--- config.mk ---
export PLATFORM = sky130hd
export DESIGN_NAME = rom_loader
export DESIGN_NICKNAME = d
export VERILOG_FILES = /design/src/rtl/rom_loader_pkg.sv /design/src/rtl/rom_region_decode.sv /design/src/rtl/rom_loader.sv
export SDC_FILE = /design/constraint.sdc
export NUM_CORES = 1
export LEC_CHECK = 0
export BUFFER_PORTS_ARGS = -buffer_cell sky130_fd_sc_hd__buf_2
export CAP_MARGIN = 10
export CELL_PAD_IN_SITES_DETAIL_PLACEMENT = 1
export CELL_PAD_IN_SITES_GLOBAL_PLACEMENT = 2
export CORE_ASPECT_RATIO = 1.5
export CORE_MARGIN = 2
export CORE_UTILIZATION = 29
export DETAILED_ROUTE_END_ITERATION = 7
export GPL_TIMING_DRIVEN = 0
export PLACE_DENSITY_LB_ADDON = 0.1
export SLEW_MARGIN = 25
export SYNTH_ARGS = -nofsm -noshare
export SYNTH_HDL_FRONTEND = slang
export SYNTH_SLANG_ARGS = --single-unit
--- constraint.sdc ---
create_clock -name clk_sys -period 2.2 [get_ports clk_sys]
set_input_delay 0.55 -clock clk_sys [delete_from_list [all_inputs] [get_ports clk_sys]]
set_output_delay 0.55 -clock clk_sys [all_outputs]
set_load 0.03 [all_outputs]
--- src/rtl/rom_loader_pkg.sv ---
`default_nettype none
// ============================================================================
//  Module      : rom_loader_pkg
//  Description : Shared types and per-game ROM region maps for rom_loader.
//  Revision    : 1.0 - initial release
// ============================================================================
package rom_loader_pkg;

    // Loader sequencing states
    typedef enum logic [1:0] {
        ST_IDLE = 2'd0,
        ST_LOAD = 2'd1,
        ST_HOLD = 2'd2,
        ST_RUN  = 2'd3
    } state_t;

    localparam int MAX_REGIONS = 8;
    localparam int NUM_GAMES   = 2;
    localparam int ADDR_W      = 25;

    typedef logic [ADDR_W-1:0] addr_t;

    // Region maps indexed [game][region]; a zero size marks an unused slot.
    localparam addr_t REGION_BASE [NUM_GAMES][MAX_REGIONS] = '{
        '{25'h000_0000, 25'h000_4000, 25'h000_8000, 25'h000_C000,
          25'h000_0000, 25'h000_0000, 25'h000_0000, 25'h000_0000},
        '{25'h000_0000, 25'h001_0000, 25'h002_0000, 25'h003_0000,
          25'h004_0000, 25'h005_0000, 25'h006_0000, 25'h007_0000}
    };

    localparam addr_t REGION_SIZE [NUM_GAMES][MAX_REGIONS] = '{
        '{25'h000_4000, 25'h000_2000, 25'h000_4000, 25'h000_4000,
          25'h000_0000, 25'h000_0000, 25'h000_0000, 25'h000_0000},
        '{25'h001_0000, 25'h001_0000, 25'h001_0000, 25'h001_0000,
          25'h001_0000, 25'h001_0000, 25'h001_0000, 25'h001_0000}
    };

    // Range test written as (addr-base) < size so base+size never overflows.
    function automatic logic addr_in_region(input addr_t addr, input addr_t base,
                                            input addr_t size);
        return (addr >= base) && ((addr - base) < size);
    endfunction

endpackage
`default_nettype wire

--- src/rtl/rom_region_decode.sv ---
`default_nettype none
// ============================================================================
//  Module      : rom_region_decode
//  Description : Combinational byte-address to region decoder. Returns a
//                one-hot hit vector (lowest matching region wins) and the
//                byte offset from that region's base.
//  Revision    : 1.0 - initial release
// ============================================================================
module rom_region_decode
    import rom_loader_pkg::*;
#(
    parameter int NUM_REGIONS = 4,
    parameter int GAME        = 0
)(
    input  logic [ADDR_W-1:0]      i_addr,
    output logic [NUM_REGIONS-1:0] o_hit,
    output logic [ADDR_W-1:0]      o_offset
);

    logic w_found;

    // Priority search: the first region containing the address claims it
    always_comb begin
        o_hit    = '0;
        o_offset = '0;
        w_found  = 1'b0;
        for (int r = 0; r < NUM_REGIONS; r++) begin
            if (!w_found && addr_in_region(i_addr, REGION_BASE[GAME][r],
                                           REGION_SIZE[GAME][r])) begin
                o_hit[r] = 1'b1;
                o_offset = i_addr - REGION_BASE[GAME][r];
                w_found  = 1'b1;
            end
        end
    end

endmodule
`default_nettype wire

--- src/rtl/rom_loader.sv ---
`default_nettype none
// ============================================================================
//  Module      : rom_loader
//  Description : Routes an ioctl byte download into per-region ROM write
//                strobes (8-bit or little-endian 16-bit words), holds the
//                game core in reset during and shortly after the load.
//  Revision    : 1.0 - initial release
// ============================================================================
module rom_loader
    import rom_loader_pkg::*;
#(
    parameter int NUM_REGIONS = 4,
    parameter int DATA_W      = 8,
    parameter int DL_INDEX    = 0,
    parameter int HOLD_CYCLES = 16,
    parameter int GAME        = 0
)(
    input  logic                   clk_sys,
    input  logic                   reset_n,
    input  logic                   ioctl_download,
    input  logic [7:0]             ioctl_index,
    input  logic                   ioctl_wr,
    input  logic [24:0]            ioctl_addr,
    input  logic [7:0]             ioctl_dout,
    output logic [NUM_REGIONS-1:0] dn_wr,
    output logic [24:0]            dn_addr,
    output logic [DATA_W-1:0]      dn_data,
    output logic                   core_reset,
    output logic                   load_done,
    output logic                   load_err,
    output logic [24:0]            byte_count
);

    localparam int         c_addr_shift = DATA_W / 16;
    localparam logic [7:0] c_dl_index   = 8'(DL_INDEX);
    localparam logic [7:0] c_hold_last  = 8'(HOLD_CYCLES - 1);

    state_t                   r_state;
    logic [NUM_REGIONS-1:0]   r_dn_wr;
    logic [24:0]              r_dn_addr;
    logic [DATA_W-1:0]        r_dn_data;
    logic                     r_core_reset;
    logic                     r_load_done;
    logic                     r_load_err;
    logic [24:0]              r_byte_count;
    logic [7:0]               r_hold_cnt;
    logic                     r_pend;
    logic [7:0]               r_pend_lo;
    logic [NUM_REGIONS-1:0]   r_pend_hit;
    logic [24:0]              r_pend_addr;

    logic [NUM_REGIONS-1:0]   w_hit;
    logic [24:0]              w_offset;
    logic [24:0]              w_dn_addr;
    logic                     w_in_range;
    logic                     w_dl_start;
    logic                     w_accept;
    logic [DATA_W-1:0]        w_data_pair;
    logic [DATA_W-1:0]        w_data_odd_only;
    logic [DATA_W-1:0]        w_data_flush;

    rom_region_decode #(
        .NUM_REGIONS (NUM_REGIONS),
        .GAME        (GAME)
    ) u_decode (
        .i_addr   (ioctl_addr),
        .o_hit    (w_hit),
        .o_offset (w_offset)
    );

    assign w_in_range = |w_hit;
    assign w_dn_addr  = w_offset >> c_addr_shift;
    assign w_dl_start = ioctl_download && (ioctl_index == c_dl_index);
    // A strobe with a foreign index never belongs to our download.
    // ioctl_download is not required here: a byte coincident with the
    // falling edge of the download is still taken.
    assign w_accept   = ioctl_wr && (ioctl_index == c_dl_index);

    // Write-data formatting for the configured output width
    generate
        if (DATA_W == 16) begin : g_data16
            assign w_data_pair     = {ioctl_dout, r_pend_lo};
            assign w_data_odd_only = {ioctl_dout, 8'h00};
            assign w_data_flush    = {8'h00, r_pend_lo};
        end else begin : g_data8
            assign w_data_pair     = ioctl_dout;
            assign w_data_odd_only = ioctl_dout;
            assign w_data_flush    = r_pend_lo;
        end
    endgenerate

    // Loader sequencer with registered write port and status outputs
    always_ff @(posedge clk_sys or negedge reset_n) begin
        if (!reset_n) begin
            r_state      <= ST_IDLE;
            r_dn_wr      <= '0;
            r_dn_addr    <= '0;
            r_dn_data    <= '0;
            r_core_reset <= 1'b1;
            r_load_done  <= 1'b0;
            r_load_err   <= 1'b0;
            r_byte_count <= '0;
            r_hold_cnt   <= '0;
            r_pend       <= 1'b0;
            r_pend_lo    <= '0;
            r_pend_hit   <= '0;
            r_pend_addr  <= '0;
        end else begin
            r_dn_wr <= '0;
            case (r_state)
                ST_IDLE, ST_RUN: begin
                    // Bytes in the start cycle are not taken; the loader
                    // only presents data once the download is under way.
                    if (w_dl_start) begin
                        r_state      <= ST_LOAD;
                        r_core_reset <= 1'b1;
                        r_load_done  <= 1'b0;
                        r_load_err   <= 1'b0;
                        r_byte_count <= '0;
                        r_pend       <= 1'b0;
                    end
                end

                ST_LOAD: begin
                    if (w_accept) begin
                        if (r_byte_count != '1) begin
                            r_byte_count <= r_byte_count + 1'b1;
                        end
                        if (!w_in_range) begin
                            r_load_err <= 1'b1;
                        end else if (DATA_W == 8) begin
                            r_dn_wr   <= w_hit;
                            r_dn_addr <= w_dn_addr;
                            r_dn_data <= w_data_pair;
                        end else if (!ioctl_addr[0]) begin
                            // A second even byte means the previous word
                            // never got its high half: emit it zero-padded.
                            if (r_pend) begin
                                r_dn_wr   <= r_pend_hit;
                                r_dn_addr <= r_pend_addr;
                                r_dn_data <= w_data_flush;
                            end
                            r_pend      <= 1'b1;
                            r_pend_lo   <= ioctl_dout;
                            r_pend_hit  <= w_hit;
                            r_pend_addr <= w_dn_addr;
                        end else begin
                            r_dn_wr   <= w_hit;
                            r_dn_addr <= w_dn_addr;
                            r_dn_data <= r_pend ? w_data_pair : w_data_odd_only;
                            r_pend    <= 1'b0;
                        end
                    end else if (!ioctl_download && r_pend) begin
                        r_dn_wr   <= r_pend_hit;
                        r_dn_addr <= r_pend_addr;
                        r_dn_data <= w_data_flush;
                        r_pend    <= 1'b0;
                    end
                    if (!ioctl_download) begin
                        r_state    <= ST_HOLD;
                        r_hold_cnt <= '0;
                    end
                end

                ST_HOLD: begin
                    // Catches an even byte that arrived with the falling edge
                    if (r_pend) begin
                        r_dn_wr   <= r_pend_hit;
                        r_dn_addr <= r_pend_addr;
                        r_dn_data <= w_data_flush;
                        r_pend    <= 1'b0;
                    end
                    if (r_hold_cnt == c_hold_last) begin
                        r_state      <= ST_RUN;
                        r_core_reset <= 1'b0;
                        r_load_done  <= 1'b1;
                    end else begin
                        r_hold_cnt <= r_hold_cnt + 1'b1;
                    end
                end

                default: r_state <= ST_IDLE;
            endcase
        end
    end

    assign dn_wr      = r_dn_wr;
    assign dn_addr    = r_dn_addr;
    assign dn_data    = r_dn_data;
    assign core_reset = r_core_reset;
    assign load_done  = r_load_done;
    assign load_err   = r_load_err;
    assign byte_count = r_byte_count;

endmodule
`default_nettype wire
# Word-level counts from Yosys, hierarchy flattened
# Index checks and enable logic that the tools add are counted.
# W data, S select, Z words.
# classes
reduce_logical,28
eq_ne,17
n_mux,46
order_cmp,8
addsub,5
# ops
operator,n
$mux W25,11
$pmux W25 S2,2
$lt A25 B15 Y1 const B,3
$ge A25 B16 Y1 const B,2
$sub A25 B16 Y25 const B,2
$mux W8,6
$pmux W8 S2,2
$add A25 B1 Y25 const B,1
$ge A25 B1 Y1 const B,1
$ge A25 B15 Y1 const B,1
$lt A25 B14 Y1 const B,1
$ne A25 B25 Y1 const B,1
$sub A25 B15 Y25 const B,1
$ne A2 B2 Y1 const B,10
$mux W1,14
$mux W4,3
$reduce_and A3 Y1,4
$reduce_and A4 Y1,3
$logic_and A1 B1 Y1,10
$add A8 B1 Y8 const B,1
$eq A8 B4 Y1 const B,1
$logic_not A8 Y1,1
$mux W2,3
$ne A3 B3 Y1 const B,2
other kinds (10),18
# totals
ff_bits,76
inputBits,45

# Longest topological paths before layout
# Gate-level depths: netlist of the first run.
# logic_depth
ltp_word,16
ltp_mapped,11
depth_no_buf,9

# By module
# A second synthesis of the first run with hierarchy kept.
# unflattened
hier_cells,442
area_unflattened_um2,4374.2
# modules_own_cells
module,cells_each,instances,area_each_um2
rom_loader,341,1,3622.2
rom_region_decode,101,1,752.0

# Least setup slack after synthesis of the first run
# No wires, ideal clock.
# synth_timing
path_kind,in2reg
startpoint,input ioctl_addr[16]
endpoint,"register r_dn_addr[8], in the netlist dn_addr[8]"
required_time_ns,2.072
n_path_buf,2
path_slack_ns,-1.074
cell_stages,10
arrival_time_ns,3.146
cell_sequence,clkbuf_2 -> inv_1 -> ha_1 -> a21boi_2 -> a2111oi_2 -> a211oi_1 -> o41a_1 -> a311oi_4 -> buf_6 -> mux2_1
# synth_via
elab_chain_len,15
# synth_rtl
element,line,source
from (decl),rom_loader.sv:23,"input logic [24:0] ioctl_addr,"
branches (longest 15 deep; another with $sub A25 B15 Y25),n/a,
to (signal assigned),rom_loader.sv:133,r_dn_addr <= w_dn_addr;
to (signal assigned),rom_loader.sv:140,r_dn_addr <= r_pend_addr;
to (signal assigned),rom_loader.sv:149,r_dn_addr <= w_dn_addr;
to (decl),rom_loader.sv:40,logic [24:0] r_dn_addr;
# Several ways; the timed one is not identified. The select of a mux whose other input is x is not followed.
# A chain may end at the register's enable or synchronous reset.

# Worst setup path in the final report of the first run
# layout_timing
startpoint,input ioctl_addr[15]
endpoint,"register r_dn_data[5], in the netlist dn_data[5]"
# layout_via
elab_chain_len,15
# layout_rtl
element,line,source
branches (longest 12 deep; another with $sub A25 B15 Y25),n/a,
$reduce_or A4 Y1 *,rom_loader.sv:71,assign w_in_range = |w_hit;
$ne A3 B3 Y1 (no source line) *,n/a,
$reduce_and A4 Y1 (no source line) *,n/a,
to (signal assigned),rom_loader.sv:134,r_dn_data <= w_data_pair;
to (signal assigned),rom_loader.sv:141,r_dn_data <= w_data_flush;
to (signal assigned),rom_loader.sv:150,r_dn_data <= r_pend ? w_data_pair : w_data_odd_only;
to (decl),rom_loader.sv:41,logic [DATA_W-1:0] r_dn_data;
# Every way passes the cells marked *.

==> impl_metrics.json, run 1 <==
{
  "synth_compound_area_share_pct": 10.5,
  "cts_buffers": 9,
  "outcome": "finished, violations left",
  "period_share_pct": 124,
  "synth_commonest_cells": "dfrtp_1 (74), nor2_1 (41), nand2_1 (24)",
  "dp_slack_ns": -1.38,
  "fill_cells": 1523,
  "finalPower_mw": 3.77,
  "rows": 52,
  "die_w_um": 99.4,
  "finalWirelength_mm": 12.3,
  "synth_most_common_cell": "dfrtp_1",
  "yosysWarningCount": 0,
  "drt-pass1-iter-count": 5,
  "htreeDepth": 3,
  "io_buffers": 103,
  "yosys.area_share.simple_pct": 21.6,
  "setup_viol": 36,
  "synth_cell_types": 64,
  "violations": "negative setup slack",
  "synth-xor-area-share_pct": 5.53,
  "synthAdderAreaFrac_pct": 3.48,
  "dp_hpwl_mm": 9.03,
  "worst-slew-pin-transition_ns": 0.590,
  "critPathArrivalTime_ns": 2.95,
  "syn_avg_cell_area_um2": 10.2,
  "synth_area_leader_cell": "dfrtp_1",
  "holdCritPathClass": "input pin to asynchronous set/reset pin",
  "slew_viol_final": 0,
  "grt_setup_unrepaired": "yes",
  "synth_seq_area_share_pct": 47.5,
  "grt_pass1_wl_mm": 19.5,
  "ir_drop_mv": 0.287,
  "fin_crit_ns": 2.74,
  "critPathCaptureType": "register",
  "startpoint_type": "input pin",
  "synth.cell_area_um2": 3960,
  "num_vias": 3491,
  "crit_start": "ioctl_addr[15]",
  "coreArea_um2": 13400,
  "synth-seq-cells": 75,
  "synth_nets": 443,
  "fin_skew_ns": 0.00554,
  "grt_overflow_total": 0,
  "synth_edf_count": 0,
  "fmax_mhz": 365,
  "synth_ff_type": "dfrtp_1",
  "synth_area_leaders": "dfrtp_1 (47%), nor2_1 (3.9%), ha_1 (3.5%)",
  "clkLatencyLatePin_ns": 0.33,
  "nets": 586,
  "avgViaCountPerCell": 5.01,
  "initial_core_util_pct": 29.5,
  "dieArea_um2": 14600,
  "clkTransAtPathRegs_ns": 0.05,
  "diodes": 0,
  "grtUsageTotal_pct": 17.0,
  "area_growth_pct": 43.7,
  "path_class": "input pin to register",
  "grt_pass1_vias": 3730,
  "antenna_found_initial": 0,
  "drive_gt1_share_pct": 44.9,
  "hold_buffers": 0,
  "synth_top_family_by_area": "simple AND/OR/NAND/NOR gates",
  "cts.sinks": 75,
  "rr_startpoint": "r_state[1]$_DFFE_PN0P_",
  "grt_max_degree": 46,
  "cts_tree": "yes",
  "cap_violations": 0,
  "drt_first_iter_violations": 81,
  "cts-root-buf": "clkbuf_16",
  "gp_congestion": 0.794,
  "route.detailed.drc": 0,
  "power_density_nw_per_um2": 663,
  "syn_inst": 387,
  "slew_headroom_pct": 60.7,
  "cp.required_ns": 2.41,
  "hold_viol": 0,
  "setup_ws_ns": -0.537,
  "die_h_um": 147,
  "synthArstFlopShare_pct": 100,
  "io-pin-count": 110,
  "synth_top_area_share_pct": 46.8,
  "avgRoutedWirePerCell_um": 17.6,
  "power_leakage_nw": 2.74,
  "muxShareOfSynthArea_pct": 7.91,
  "ant_nets": 0,
  "path_max_fanout": 6,
  "clockBufferDepth": 2
}
-- cell families (layout without fill, tap and decap cells) --
family | Yosys count | after routing
AOI/OAI and AO/OA | 62 | 62
xor gates and xnor gates | 25 | 25
adders and majority gates | 11 | 11
buffers and inverters | 31 | 179
DFF | 75 | 75
muxes | 25 | 25
and+or+nand+nor | 158 | 158
-- critical path: stages --
cell and delay, ns:
buf_12 0.08, clkinvlp_4 0.15, ha_4 0.21, a21boi_4 0.23, xnor2_1 0.15, nand4_1 0.17
o41a_1 0.51, a311oi_4 0.26, buf_6 0.18, buf_6 0.13, mux2_4 0.31
-- path summary, 6_finish.rpt --
kind                            cells past startpoint                    endpoint  slack, ns
worst max-delay path                               11      dn_data[5]$_DFFE_PN0P_      -0.54
worst min-delay path                                1      dn_addr[1]$_DFFE_PN0P_       0.17
worst max register to register                      8  byte_count[16]$_DFFE_PN0P_      -0.01
worst min register to register                      1     dn_addr[18]$_DFFE_PN0P_       0.49
max in group asynchronous                           2  byte_count[17]$_DFFE_PN0P_       1.43
min in group clk_sys                                2     dn_addr[11]$_DFFE_PN0P_       0.45
-- metrics by stage --
| step | TNS (ns) | util, % | instance area (um^2) | hold slack [ns] | std cells |
|---|---|---|---|---|---|
| final | -15.28 | 42.4 | 5690 | 0.168 | 697 |
| after global routing | -17.40 | 42.4 | 5690 | 0.191 | 697 |
| after CTS | -17.29 | 41.3 | 5530 | 0.175 | 689 |
| after detailed placement | -53.55 | 36.1 | 4840 | 0.478 | 653 |
| after global placement | -52.81 | 35.9 | 4810 | 0.466 | 652 |
| after floorplan | -20.90 | - | 4090 | 0.254 | 387 |
-- area by class of cell --
class                   instances  area [um^2]  share of cell area [%]
plain buffers                  11         91.3                    1.61
clock inverters                 2         10.0                   0.176
multi-input cells             281         2270                    40.0
well taps                     162          203                    3.57
inverters                      14         63.8                    1.12
flip-flops and latches         75         1890                    33.2
repair buffers                138          882                    15.5
clock buffers                  14          274                    4.82
-- layout by cell type (no fill, tap or decap), types with 14 or more instances in the layout --
master,count
nand2_1,23
mux2_4,22
dfrtp_1,66
nor2_1,40
xor2_1,14
nand3_1,14
nand4_1,17
buf_4,30
o21ai_0,16
buf_2,97
a21oi_1,15
-- routing by layer --
layer  share of wire, %  global-route usage (%)  wire length (um)  up-vias
met5                  0                       0                 0        -
met4                1.7                    6.30               207        0
met3                3.2                    3.04               390       16
met2                 57                    32.7              6950       70
met1                 38                    17.9              4720     1741
li1                   -                       -                 -     1664
-- state kept, by name, summed over array words and instances (netlist names) --
signal      count
r_state         2
dn_data         8
dn_addr        25
dn_wr           4
core_reset      1
load_err        1
load_done       1
byte_count     25
r_hold_cnt      8
-- where the power goes --
part	switching (mW)	internal, mW
logic	0.488	0.350
clock network	0.552	0.853
registers	0.0686	1.46
-- timing repair --
| action | in CTS | in global routing |
|---|---|---|
| cloned | 1 | 0 |
| pin swaps | 19 | 23 |
| resized for setup | 56 | 25 |
| buffers inserted | 23 | 11 |
| setup endpoints to repair | 62 | 57 |
Note: power is estimated with default switching activity, not from simulation.
==> inputs of run 2 (changes only) <==
- CORE_UTILIZATION: 29 -> 32
- clock period: 2.2 -> 3 ns (I/O delays scaled with it)
==> run 2 against run 1 <==
The run still ends with negative setup slack left. Flip-flop and latch count is the same. First-iteration DRC count grew 14%. Via count shrank 1.3%. Register-to-register slack gained 0.30 ns. Core utilization grew 2.4 points. Critical path type unchanged. Highest routed layer unchanged.
==> impl_metrics.json, run 2 (synthesis gave the netlist of run 1 again) <==
{
  "dieArea_um2": 13300,
  "grt_max_degree": 49,
  "period_share_pct": 100,
  "avgRoutedWirePerCell_um": 17.0,
  "startpoint_type": "input pin",
  "holdWs_ns": 0.331,
  "fin_skew_ns": 0.00500,
  "outcome": "finished, violations left",
  "routed.top_layer": "met4",
  "p_switching_uw": 822,
  "final_common_cell": "buf_2",
  "worst-slew-pin-transition_ns": 0.515,
  "ir_drop_mv": 0.278,
  "routed-wl-met3_um": 375,
  "dp.cells": 644,
  "m1WireLength_mm": 4.40,
  "cpMaxStageDelayCell": "o41a_1",
  "gp_congestion": 0.802,
  "htreeDepth": 3,
  "setup_viol": 9,
  "grt_overflow_total": 0,
  "power_leakage_nw": 2.63,
  "nets": 574,
  "grt_pass1_vias": 3645,
  "pwr-share-comb_pct": 18.5,
  "post_dp_cell_area_um2": 4780,
  "slew_headroom_pct": 65.4,
  "clkLatencyLatePin_ns": 0.34,
  "ant_nets": 0,
  "io_buffers": 103,
  "io-pin-count": 110,
  "clkTransAtPathRegs_ns": 0.06,
  "hold_buffers": 0,
  "p_sw_share_pct": 29.0,
  "finalWirelength_mm": 11.5,
  "cts-root-buf": "clkbuf_16",
  "grt_setup_unrepaired": "yes",
  "p_clk_share_pct": 41.9,
  "cts_buffers": 9,
  "avgViaCountPerCell": 5.10,
  "power_density_nw_per_um2": 526,
  "critPathCaptureType": "register",
  "p_seq_share_pct": 39.6,
  "intPower_mw": 2.01,
  "critPathArrivalTime_ns": 3.23,
  "fin_crit_ns": 3.01,
  "drive_gt1_share_pct": 35.9,
  "path_class": "input pin to register",
  "coreArea_um2": 12000,
  "finalNonFillerCells": 676,
  "hold_viol": 0,
  "route.detailed.drc": 0,
  "max_stage_delay_ns": 0.51,
  "post-route-util_pct": 44.8,
  "dp_hpwl_mm": 8.59,
  "cts.sinks": 75,
  "path_max_fanout": 10,
  "initial_core_util_pct": 32.9,
  "antenna_found_initial": 0,
  "cp.required_ns": 3.22,
  "rows": 49,
  "grt_pass1_wl_mm": 18.4,
  "violations": "negative setup slack",
  "die_h_um": 140,
  "worstPathCellList": "buf_12 -> clkinvlp_4 -> ha_4 -> a21boi_4 -> xnor2_1 -> nand4_1 -> o41a_1 -> a311oi_4 -> buf_6 -> buf_12 -> mux2_4",
  "cap_violations": 0,
  "dp_slack_ns": -0.757,
  "drt-pass1-iter-count": 5,
  "layout_common_cells": "buf_2 (102), dfrtp_1 (74), nor2_1 (40)",
  "clockBufferDepth": 2,
  "holdCritPathClass": "input pin to asynchronous set/reset pin",
  "diodes": 0,
  "die_w_um": 94.8,
  "setup_ws_ns": -0.0120,
  "area_growth_pct": 36.1,
  "cts_tree": "yes",
  "grtUsageTotal_pct": 17.9,
  "fmax_mhz": 332,
  "route.met2.wl_mm": 6.42,
  "fin_area_um2": 5380,
  "drt_first_iter_violations": 92,
  "cp_common_cell": "buf_12",
  "slew_viol_final": 0,
  "num_vias": 3446
}
[run 2: changes by cell type in the layout (fill, tap and decap cells not counted), moves of 4 or more]
cell,previous run,this run
buf_4,30,14
clkbuf_1,6,10
dfrtp_2,8,0
buf_6,9,2
buf_2,97,102
dfrtp_1,66,74
[run 2: through the flow]
stage	TNS, ns	power, mW
after global placement	-23.72	1.61
after global routing	-2.41	2.99
after detailed placement	-24.01	1.64
after floorplan	-1.94	1.46
after CTS	-0.0762	2.85
final	-0.0504	2.83
[run 2: worst paths after layout]
kind / start / to / slack [ns] / cells past startpoint
max in group asynchronous: reset_n / core_reset$_DFFE_PN1P_ / 2.04 / 2
worst min register to register: load_done$_DFFE_PN0P_ / load_done$_DFFE_PN0P_ / 0.50 / 1
min in group clk_sys: load_done$_DFFE_PN0P_ / load_done$_DFFE_PN0P_ / 0.50 / 1
worst max-delay path: ioctl_addr[15] / dn_addr[3]$_DFFE_PN0P_ / -0.01 / 11
worst min-delay path: reset_n / dn_addr[6]$_DFFE_PN0P_ / 0.33 / 1
worst max register to register: r_state[1]$_DFFE_PN0P_ / byte_count[22]$_DFFE_PN0P_ / 0.29 / 9
[run 2: worst max-delay path, delay by kind of cell]
| kind | cells | cell delay (ns) |
|---|---|---|
| AOI/OAI and AO/OA | 3 | 1.01 |
| buffers and inverters | 4 | 0.63 |
| muxes | 1 | 0.30 |
| adders and majority gates | 1 | 0.22 |
| and+or+nand+nor | 1 | 0.17 |
| xor gates and xnor gates | 1 | 0.15 |
[run 2: timing repair]
action,CTS,global route
pin swaps,6,5
setup endpoints to repair,36,34
gates cloned,1,0
hold endpoints to repair,0,0
gates resized for setup,19,10
setup buffers,7,8
[run 2: final cells by class]
class | instances | area [um^2]
fillers | 1397 | 6630
multi-input cells | 281 | 2090
flip-flops and latches | 75 | 1880
repair buffers | 120 | 708
clock buffers | 10 | 239
well taps | 153 | 191
plain buffers | 17 | 126
clock inverters | 6 | 87.6
inverters | 14 | 63.8
[run 2: routing by layer]
metal | GRT usage [%] | up-vias
li1 | - | 1645
met5 | 0 | -
met4 | 7.55 | 0
met3 | 3.12 | 18
met2 | 32.8 | 62
met1 | 19.7 | 1721
[run 2: power by group through the flow]
stage	clock, mW	combinational [mW]	sequential [mW]
after global placement	0	0.475	1.14
final	1.19	0.526	1.12
after floorplan	0	0.302	1.16
after global routing	1.26	0.598	1.13
after CTS	1.22	0.511	1.12
after detailed placement	0	0.498	1.14
